**src/rtl/serial_mag_comparator_pkg.sv**
```systemverilog
// Shared encodings for the bit-serial magnitude comparator.
// The state and result encodings are reused by the top level and the bench.
package serial_mag_comparator_pkg;

    localparam logic [1:0] IDLE    = 2'd0;
    localparam logic [1:0] COMPARE = 2'd1;
    localparam logic [1:0] DONE    = 2'd2;

    typedef enum logic [1:0] {
        StIdle    = IDLE,
        StCompare = COMPARE,
        StDone    = DONE
    } state_e;

    // One-hot ordering matches {abigger, asmaller, same}.
    typedef enum logic [2:0] {
        GT = 3'b100,
        LT = 3'b010,
        EQ = 3'b001
    } result_e;

    function automatic int unsigned cnt_width(input int unsigned width);
        return $clog2(width + 1);
    endfunction

endpackage

```
**src/rtl/serial_cmp_bit.sv**
```systemverilog
// One-bit magnitude decision cell; invert swaps the sense for a two's-complement sign bit.
module serial_cmp_bit (
    input  logic i_a_bit,
    input  logic i_b_bit,
    input  logic i_invert,
    output logic o_gt,
    output logic o_lt
);

    logic w_a_only;
    logic w_b_only;

    always_comb begin
        w_a_only = i_a_bit & ~i_b_bit;
        w_b_only = ~i_a_bit & i_b_bit;
        o_gt     = i_invert ? w_b_only : w_a_only;
        o_lt     = i_invert ? w_a_only : w_b_only;
    end

endmodule

```
**src/rtl/serial_mag_comparator.sv**
```systemverilog
// Bit-serial MSB-first magnitude comparator with unsigned/signed modes and optional early exit.
module serial_mag_comparator
    import serial_mag_comparator_pkg::*;
#(
    parameter int unsigned WIDTH      = 8,
    parameter bit          EARLY_EXIT = 1'b1
) (
    input  logic                            clk,
    input  logic                            rst_n,
    input  logic                            i_start,
    input  logic                            i_signed_mode,
    input  logic [WIDTH-1:0]                i_a,
    input  logic [WIDTH-1:0]                i_b,
    output logic                            o_busy,
    output logic                            o_done,
    output logic                            o_abigger,
    output logic                            o_asmaller,
    output logic                            o_same,
    output logic [cnt_width(WIDTH)-1:0]     o_cycles
);

    localparam int unsigned CW = cnt_width(WIDTH);
    localparam int unsigned IW = $clog2(WIDTH);
    localparam logic [IW-1:0] IDX_MSB = IW'(WIDTH - 1);

    state_e          r_state;
    state_e          w_state_next;
    logic [WIDTH-1:0] r_a;
    logic [WIDTH-1:0] r_b;
    logic            r_signed;
    logic [IW-1:0]   r_idx;
    logic [CW-1:0]   r_cnt;
    logic            r_found;
    logic            r_found_gt;
    logic [2:0]      r_result;
    logic [CW-1:0]   r_cycles;

    logic            w_gt;
    logic            w_lt;
    logic            w_invert;
    logic            w_last;
    logic [2:0]      w_result;

    assign w_invert = r_signed && (r_idx == IDX_MSB);

    serial_cmp_bit u_cmp_bit (
        .i_a_bit  (r_a[r_idx]),
        .i_b_bit  (r_b[r_idx]),
        .i_invert (w_invert),
        .o_gt     (w_gt),
        .o_lt     (w_lt)
    );

    always_ff @(posedge clk or negedge rst_n) begin
        if (!rst_n) begin
            r_state <= StIdle;
        end else begin
            r_state <= w_state_next;
        end
    end

    always_comb begin
        w_last = (r_idx == '0) || (EARLY_EXIT && (w_gt || w_lt));
        w_state_next = r_state;
        unique case (r_state)
            StIdle:    if (i_start) w_state_next = StCompare;
            StCompare: if (w_last)  w_state_next = StDone;
            StDone:    w_state_next = StIdle;
            default:   w_state_next = StIdle;
        endcase
    end

    // An earlier decision is sticky; otherwise the bit examined this cycle decides.
    always_comb begin
        w_result = EQ;
        if (r_found) begin
            w_result = r_found_gt ? GT : LT;
        end else if (w_gt) begin
            w_result = GT;
        end else if (w_lt) begin
            w_result = LT;
        end
    end

    always_ff @(posedge clk or negedge rst_n) begin
        if (!rst_n) begin
            r_a        <= '0;
            r_b        <= '0;
            r_signed   <= 1'b0;
            r_idx      <= '0;
            r_cnt      <= '0;
            r_found    <= 1'b0;
            r_found_gt <= 1'b0;
            r_result   <= '0;
            r_cycles   <= '0;
        end else if (r_state == StIdle && i_start) begin
            r_a        <= i_a;
            r_b        <= i_b;
            r_signed   <= i_signed_mode;
            r_idx      <= IDX_MSB;
            r_cnt      <= '0;
            r_found    <= 1'b0;
            r_found_gt <= 1'b0;
        end else if (r_state == StCompare) begin
            r_idx <= r_idx - 1'b1;
            r_cnt <= r_cnt + 1'b1;
            if (!r_found && (w_gt || w_lt)) begin
                r_found    <= 1'b1;
                r_found_gt <= w_gt;
            end
            if (w_last) begin
                r_result <= w_result;
                r_cycles <= r_cnt + 1'b1;
            end
        end
    end

    always_comb begin
        o_busy     = (r_state != StIdle);
        o_done     = (r_state == StDone);
        o_abigger  = r_result[2];
        o_asmaller = r_result[1];
        o_same     = r_result[0];
        o_cycles   = r_cycles;
    end

endmodule

```
**config.mk**
```make
export PLATFORM = sky130hd
export DESIGN_NAME = serial_mag_comparator
export DESIGN_NICKNAME = d
export VERILOG_FILES = /design/src/rtl/serial_mag_comparator_pkg.sv /design/src/rtl/serial_cmp_bit.sv /design/src/rtl/serial_mag_comparator.sv
export SDC_FILE = /design/constraint.sdc
export NUM_CORES = 1
export LEC_CHECK = 0
export ABC_CLOCK_PERIOD_IN_PS = 3700
export BUFFER_PORTS_ARGS = -buffer_cell sky130_fd_sc_hd__buf_2
export CAP_MARGIN = 20
export CORE_ASPECT_RATIO = 1.75
export CORE_MARGIN = 4
export CORE_UTILIZATION = 61
export CTS_BUF_LIST = sky130_fd_sc_hd__clkbuf_8
export DETAILED_ROUTE_END_ITERATION = 7
export HOLD_SLACK_MARGIN = 0.1
export MAX_ROUTING_LAYER = met4
export PLACE_DENSITY = 0.86
export SYNTH_ARGS = -nofsm -noshare
export SYNTH_HDL_FRONTEND = slang
export SYNTH_SLANG_ARGS = --single-unit
```
**constraint.sdc**
```tcl
create_clock -name clk -period 3.7 [get_ports clk]
set_input_delay 0.185 -clock clk [delete_from_list [all_inputs] [get_ports clk]]
set_output_delay 0.185 -clock clk [all_outputs]
set_load 0.1 [all_outputs]
```
# Word-level counts from Yosys, hierarchy flattened
# Index checks and enable logic that the tools add are counted.
word_totals:
  reg_bits: 35
  output_inout_bits: 9
  elab_cells: 60
op_classes:
  add_sub_neg: 2
  n_lt_le_gt_ge: 1
  eq_ne: 5
  muxes: 23
  bitwise: 5
  reduce_logical: 14
ops:
  columns: ["cell", "n"]
  rows:
  - ["2-to-1 mux 3 bit", 5]
  - ["2-to-1 mux 1 bit", 10]
  - ["2-to-1 mux 4 bit", 2]
  - ["binary-select mux 1 bit (select 3 bit)", 2]
  - ["2-to-1 mux 2 bit", 3]
  - ["nonzero test 2 bit", 3]
  - ["adder 4 x 1 -> 4 bit, second input constant", 1]
  - ["< comparator 3 x 4 -> 1 bit, second input constant", 1]
  - ["inequality test 2 bit, second input constant", 2]
  - ["one-hot mux 2 bit (2 select lines)", 1]
  - ["AND reduction 2 bit", 2]
  - ["== test 3 bit, second input constant", 1]
  - ["logical AND 1 bit", 3]
  - ["logical NOT 3 bit", 1]
  - ["inverter 1 bit", 3]
  - ["AND reduction 3 bit", 1]
  - ["subtractor 3 x 1 -> 3 bit, second input constant", 1]
  - ["AND 1 bit", 2]
  - ["== test 2 x 1 -> 1 bit, second input constant", 1]
  - ["== test 2 bit, second input constant", 1]
  - ["logical NOT 2 bit", 1]
  - ["logical OR 1 bit", 2]
  - ["logical NOT 1 bit", 1]

# Longest topological paths before layout
depth:
  ltp_word: 10
  mapped_depth: 10
  mapped_depth_nobuf: 8

# Hierarchy
# From an unflattened synthesis, not the netlist that was laid out.
unflattened:
  cells_unflattened: 122
  area_unflattened_um2: 1725.4
by_module_without_submodules:
  columns: ["module", "instances", "cells_each", "area_per_inst_um2", "seq_area_each_um2"]
  rows:
  - ["serial_mag_comparator", 1, 118, 1691.6, 875.8]
  - ["serial_cmp_bit", 1, 4, 33.8, 0.0]

# Least setup slack after synthesis
# Ideal clock, no wire load.
synth_timing:
  path_kind: "register to register"
  from: "reg r_idx[0]"
  to: "reg r_found_gt"
  t_arrival_ps: 2034
  required_time_ps: 3571
  setup_slack_ps: 1537
  stages_incl_launch_ff: 9
  path_buffers: 1
  period_less_slack_ps: 2163
  path_cell_list: "dfrtp_1 -> buf_6 -> mux4_2 -> mux2i_1 -> inv_1 -> ha_1 -> or3_1 -> nand3_1 -> o21ai_0"
synth_via:
  elab_chain_cells: 9
synth_rtl:
  columns: ["item", "line", "text"]
  rows:
  - ["start: declaration", "serial_mag_comparator.sv:31", "logic [IW-1:0] r_idx;"]
  - ["start signal: assignment", "serial_mag_comparator.sv:105", "r_idx <= r_idx - 1'b1;"]
  - ["binary-select mux 1 bit (select 3 bit), on equally long branches", "serial_mag_comparator.sv:48, serial_mag_comparator.sv:47", null]
  - ["2-to-1 mux 1 bit, on equally long branches", "serial_mag_comparator.sv:48, serial_mag_comparator.sv:47", null]
  - ["inverter 1 bit, on equally long branches", "serial_cmp_bit.sv:14, serial_cmp_bit.sv:15", null]
  - ["AND 1 bit, on equally long branches", "serial_cmp_bit.sv:14, serial_cmp_bit.sv:15", null]
  - ["2-to-1 mux 1 bit, on equally long branches", "serial_cmp_bit.sv:16, serial_cmp_bit.sv:17", null]
  - ["logical OR 1 bit", "serial_mag_comparator.sv:107", "if (!r_found && (w_gt || w_lt)) begin"]
  - ["logical AND 1 bit", "serial_mag_comparator.sv:107", null]
  - ["nonzero test 2 bit (no source line)", null, null]
  - ["AND reduction 2 bit (no source line)", null, null]
  - ["end signal: assignment", "serial_mag_comparator.sv:109", "r_found_gt <= w_gt;"]
  - ["end: declaration", "serial_mag_comparator.sv:34", "logic r_found_gt;"]
# Parallel ways exist; a longest one is shown, timed or not. The select of a mux whose other input is x is not followed.
# A chain may end at the register's enable or synchronous reset.

# Final worst setup path
layout_timing:
  from: "reg r_idx[0]"
  to: "reg r_result[2]"
layout_via:
  elab_chain_cells: 8
layout_rtl:
  columns: ["item", "line", "text"]
  rows:
  - ["binary-select mux 1 bit (select 3 bit), on equally long branches", "serial_mag_comparator.sv:48, serial_mag_comparator.sv:47", null]
  - ["2-to-1 mux 1 bit, on equally long branches", "serial_mag_comparator.sv:48, serial_mag_comparator.sv:47", null]
  - ["inverter 1 bit, on equally long branches", "serial_cmp_bit.sv:14, serial_cmp_bit.sv:15", null]
  - ["AND 1 bit, on equally long branches", "serial_cmp_bit.sv:14, serial_cmp_bit.sv:15", null]
  - ["2-to-1 mux 1 bit, on equally long branches", "serial_cmp_bit.sv:16, serial_cmp_bit.sv:17", null]
  - ["logical OR 1 bit (2 in a row)", "serial_mag_comparator.sv:63", "w_last = (r_idx == '0) || (EARLY_EXIT && (w_gt || w_lt));"]
  - ["AND reduction 3 bit (no source line)", null, null]
  - ["end signal: assignment", "serial_mag_comparator.sv:112", "r_result <= w_result;"]
  - ["end: declaration", "serial_mag_comparator.sv:35", "logic [2:0] r_result;"]
# Parallel ways exist; a longest one is shown, timed or not. The select of a mux whose other input is x is not followed.

==> flow_metrics.py <==
metrics = {
    "floorplan": {
        "die_y_um": 76.5,
        "die-area_um2": 3610,
        "initial_core_util_pct": 64.9,
        "rows": 24,
        "num_io_pins": 29,
        "core-area_um2": 2520,
        "die_w_um": 47.2,
    },
    "route": {
        "ant_nets": 0,
        "num_vias": 1360,
        "via_per_inst": 5.62,
        "wl_per_cell_um": 15.7,
        "wl_mm": 3.79,
        "first_pass_iters": 4,
        "route.detailed.drc": 0,
        "drt_iter0_drc": 45,
    },
    "place": {
        "place_congestion": 0.870,
        "hpwl_mm": 2.46,
        "dp_slack_ns": 1.13,
        "postPlaceCellArea_um2": 1770,
        "portBuffers": 28,
    },
    "sta": {
        "rsz0062_at_grt": "no",
        "min_period_ns": 2.62,
        "setup_slack_ns": 1.08,
        "max_clock_freq_ghz": 0.381,
        "final-max-slew-violation-count": 0,
        "maxSlewHeadroom_pct": 45.3,
        "hold_viol": 0,
        "setup_viol": 0,
        "worst_pin_slew_ns": 0.818,
        "fin_tns_setup_ns": 0,
        "period_share_pct": 70.9,
        "skew_ns": 0.00592,
    },
    "clock_network": {
        "cts_tree": "built",
        "cts.path.max_buffers": 2,
        "root_buffer": "clkbuf_8",
        "cts.reportedPaths.clkPinSlew_ns": 0.07,
        "htree_levels": 2,
        "cts_hold_buf": 17,
        "worstSkewPairLatency_ns": 0.29,
        "numCtsBuffers": 5,
        "cts_sinks": 35,
        "post_cts_buffers": 0,
        "postCtsResizedCells": 0,
    },
    "worst_hold_path": {
        "hp-class": "input pin to flip-flop",
    },
    "logic_synthesis": {
        "synth.most_common_cell": "nand2_1",
        "yosysWarnings": 0,
        "synth_cells": 170,
        "synth_common_cells": "nand2_1, dfrtp_1, ha_1, nand3_1",
        "synth-main-ff-cell": "dfrtp_1",
        "yosysUniqueCellTypes": 31,
        "syn-num-nets": 196,
        "yosysTopAreaCellShare_pct": 53.5,
        "ys_ff_latch": 35,
        "synthTopCellsByArea": "dfrtp_1, nand2_1, mux4_2",
        "syn_area_um2": 1640,
        "synth_top_cell_by_area": "dfrtp_1",
        "synth-async-reset-ratio_pct": 100,
        "ys_seq_area_share_pct": 53.5,
        "synth_edf_count": 0,
        "syn_area_per_cell_um2": 9.63,
    },
    "worst_setup_path": {
        "regToRegSetupSlack_ns": 1.08,
        "cp_max_fo": 13,
        "critPathRequiredTime_ns": 3.88,
        "crit_end": "r_result[2]",
        "r2r_start": "r_idx[0]",
        "setup.worst_path.start_class": "flip-flop",
        "critPathLaunch": "r_idx[0]",
        "crit_arrival_ns": 2.80,
        "r2r_end": "r_result[2]",
        "worstSetupPathType": "flip-flop to flip-flop",
        "r2r_cells": 7,
        "end_kind": "flip-flop",
    },
    "global_routing": {
        "grt_usage_pct": 26.1,
        "overflow": 0,
        "grt_pass1_vias": 1461,
        "grt_max_degree": 36,
        "antenna_found_initial": 0,
        "grt_pass1_wl_mm": 6.44,
    },
    "status": {
        "status": "complete, no violations",
    },
    "pwr": {
        "power.total_w": 0.00206,
        "irDropWorstVdd_uv": 539,
        "cellLeakagePower_nw": 1.10,
        "p_per_area_nw_per_um2": 1010,
    },
    "finish": {
        "antenna_cells": 0,
        "syn2layout_area_growth_pct": 24.6,
        "nets": 241,
        "nFillCells": 168,
        "drive_above_1_share_pct": 18.5,
        "final_area_um2": 2040,
    },
    "flow_run": {
        "max_cap_viol_count": 0,
    },
}
==> cells in the final DEF, fill, tap and decap left out <==
cell and instances:
nand2_1 69, dfrtp_1 35, buf_2 28, dlygate4sd3_1 17
clkbuf_8 7, inv_1 6, nand3_1 6, ha_1 6
o21ai_0 5, mux4_2 4, mux2i_1 4, o21ai_1 4
nor2_1 3, nor2b_1 2, nand2b_1 2, o31ai_1 2
xnor2_1 2, a21oi_1 2, or3_1 1, a21o_1 1
nor3_1 1, a211o_1 1, xor2_1 1, nor3b_1 1
and3b_1 1, a22o_1 1, inv_2 1, and2_1 1
o211ai_1 1, and3_1 1
==> area by class of cell <==
class,count,area [um2],area share (%)
clock inverters,1,3.75,0.184
multi-input cells,122,699,34.3
repair buffers,45,310,15.2
flip-flops and latches,35,876,42.9
well taps,26,32.5,1.59
inverters,6,22.5,1.10
clock buffers,7,96.3,4.72
==> sequential cells by signal, summed over array words and instances (netlist names) <==
signal      count
o_cycles        4
r_a             8
r_b             8
r_cnt           4
r_found         1
r_found_gt      1
r_idx           3
r_result        3
r_signed        1
r_state         2
==> critical path: stages, from the launching register on <==
cell     delay (ns)
dfrtp_1        0.55
mux4_2         0.57
mux2i_1        0.23
inv_1          0.07
ha_1           0.35
a21o_1         0.38
nor3_1         0.09
a211o_1        0.28
==> stage by stage <==
stage	utilization, %	std cells	hold slack [ns]
detailed placement	70.2	217	0.298
global placement	70.2	217	0.283
CTS	80.9	242	0.127
global route	80.9	242	0.125
floorplan	-	170	-0.111
finish	80.9	242	0.136
==> where the power goes <==
part           internal [W]  switching (W)  leakage, nW
sequential         0.000559       0.000147        0.435
combinational      0.000342       0.000716        0.608
clock              0.000167       0.000134       0.0557
==> kinds of logic (layout without fill, tap and decap cells) <==
logic type | count (synthesis) | count (layout) | share of synthesized area (%)
AO/OA/AOI/OAI | 17 | 17 | 6.26
XOR/XNOR | 3 | 3 | 1.60
adder cells (fa/ha/maj) | 6 | 6 | 4.58
buffers and inverters | 13 | 59 | 3.82
flip-flops | 35 | 35 | 53.5
multiplexers | 8 | 8 | 7.95
AND/OR/NAND/NOR | 88 | 88 | 22.3
==> how the worst min path moves through the flow <==
stage / startpoint / to / slack, ns / cells after the start
after floorplan: rst_n / o_cycles[0] / -0.11 / 0
after global placement: rst_n / r_cnt[3] / 0.28 / 1
after detailed placement: rst_n / o_cycles[2] / 0.30 / 1
after CTS: i_b[7] / r_b[7] / 0.13 / 3
after global routing: i_b[7] / r_b[7] / 0.13 / 3
final: i_b[7] / r_b[7] / 0.14 / 3
==> layer usage <==
layer	routed length (um)	track usage, %
met1	1290	27.2
met2	2110	40.9
met5	0	-
met4	190	16.1
met3	198	7.57
(Power assumes the default switching activity.)
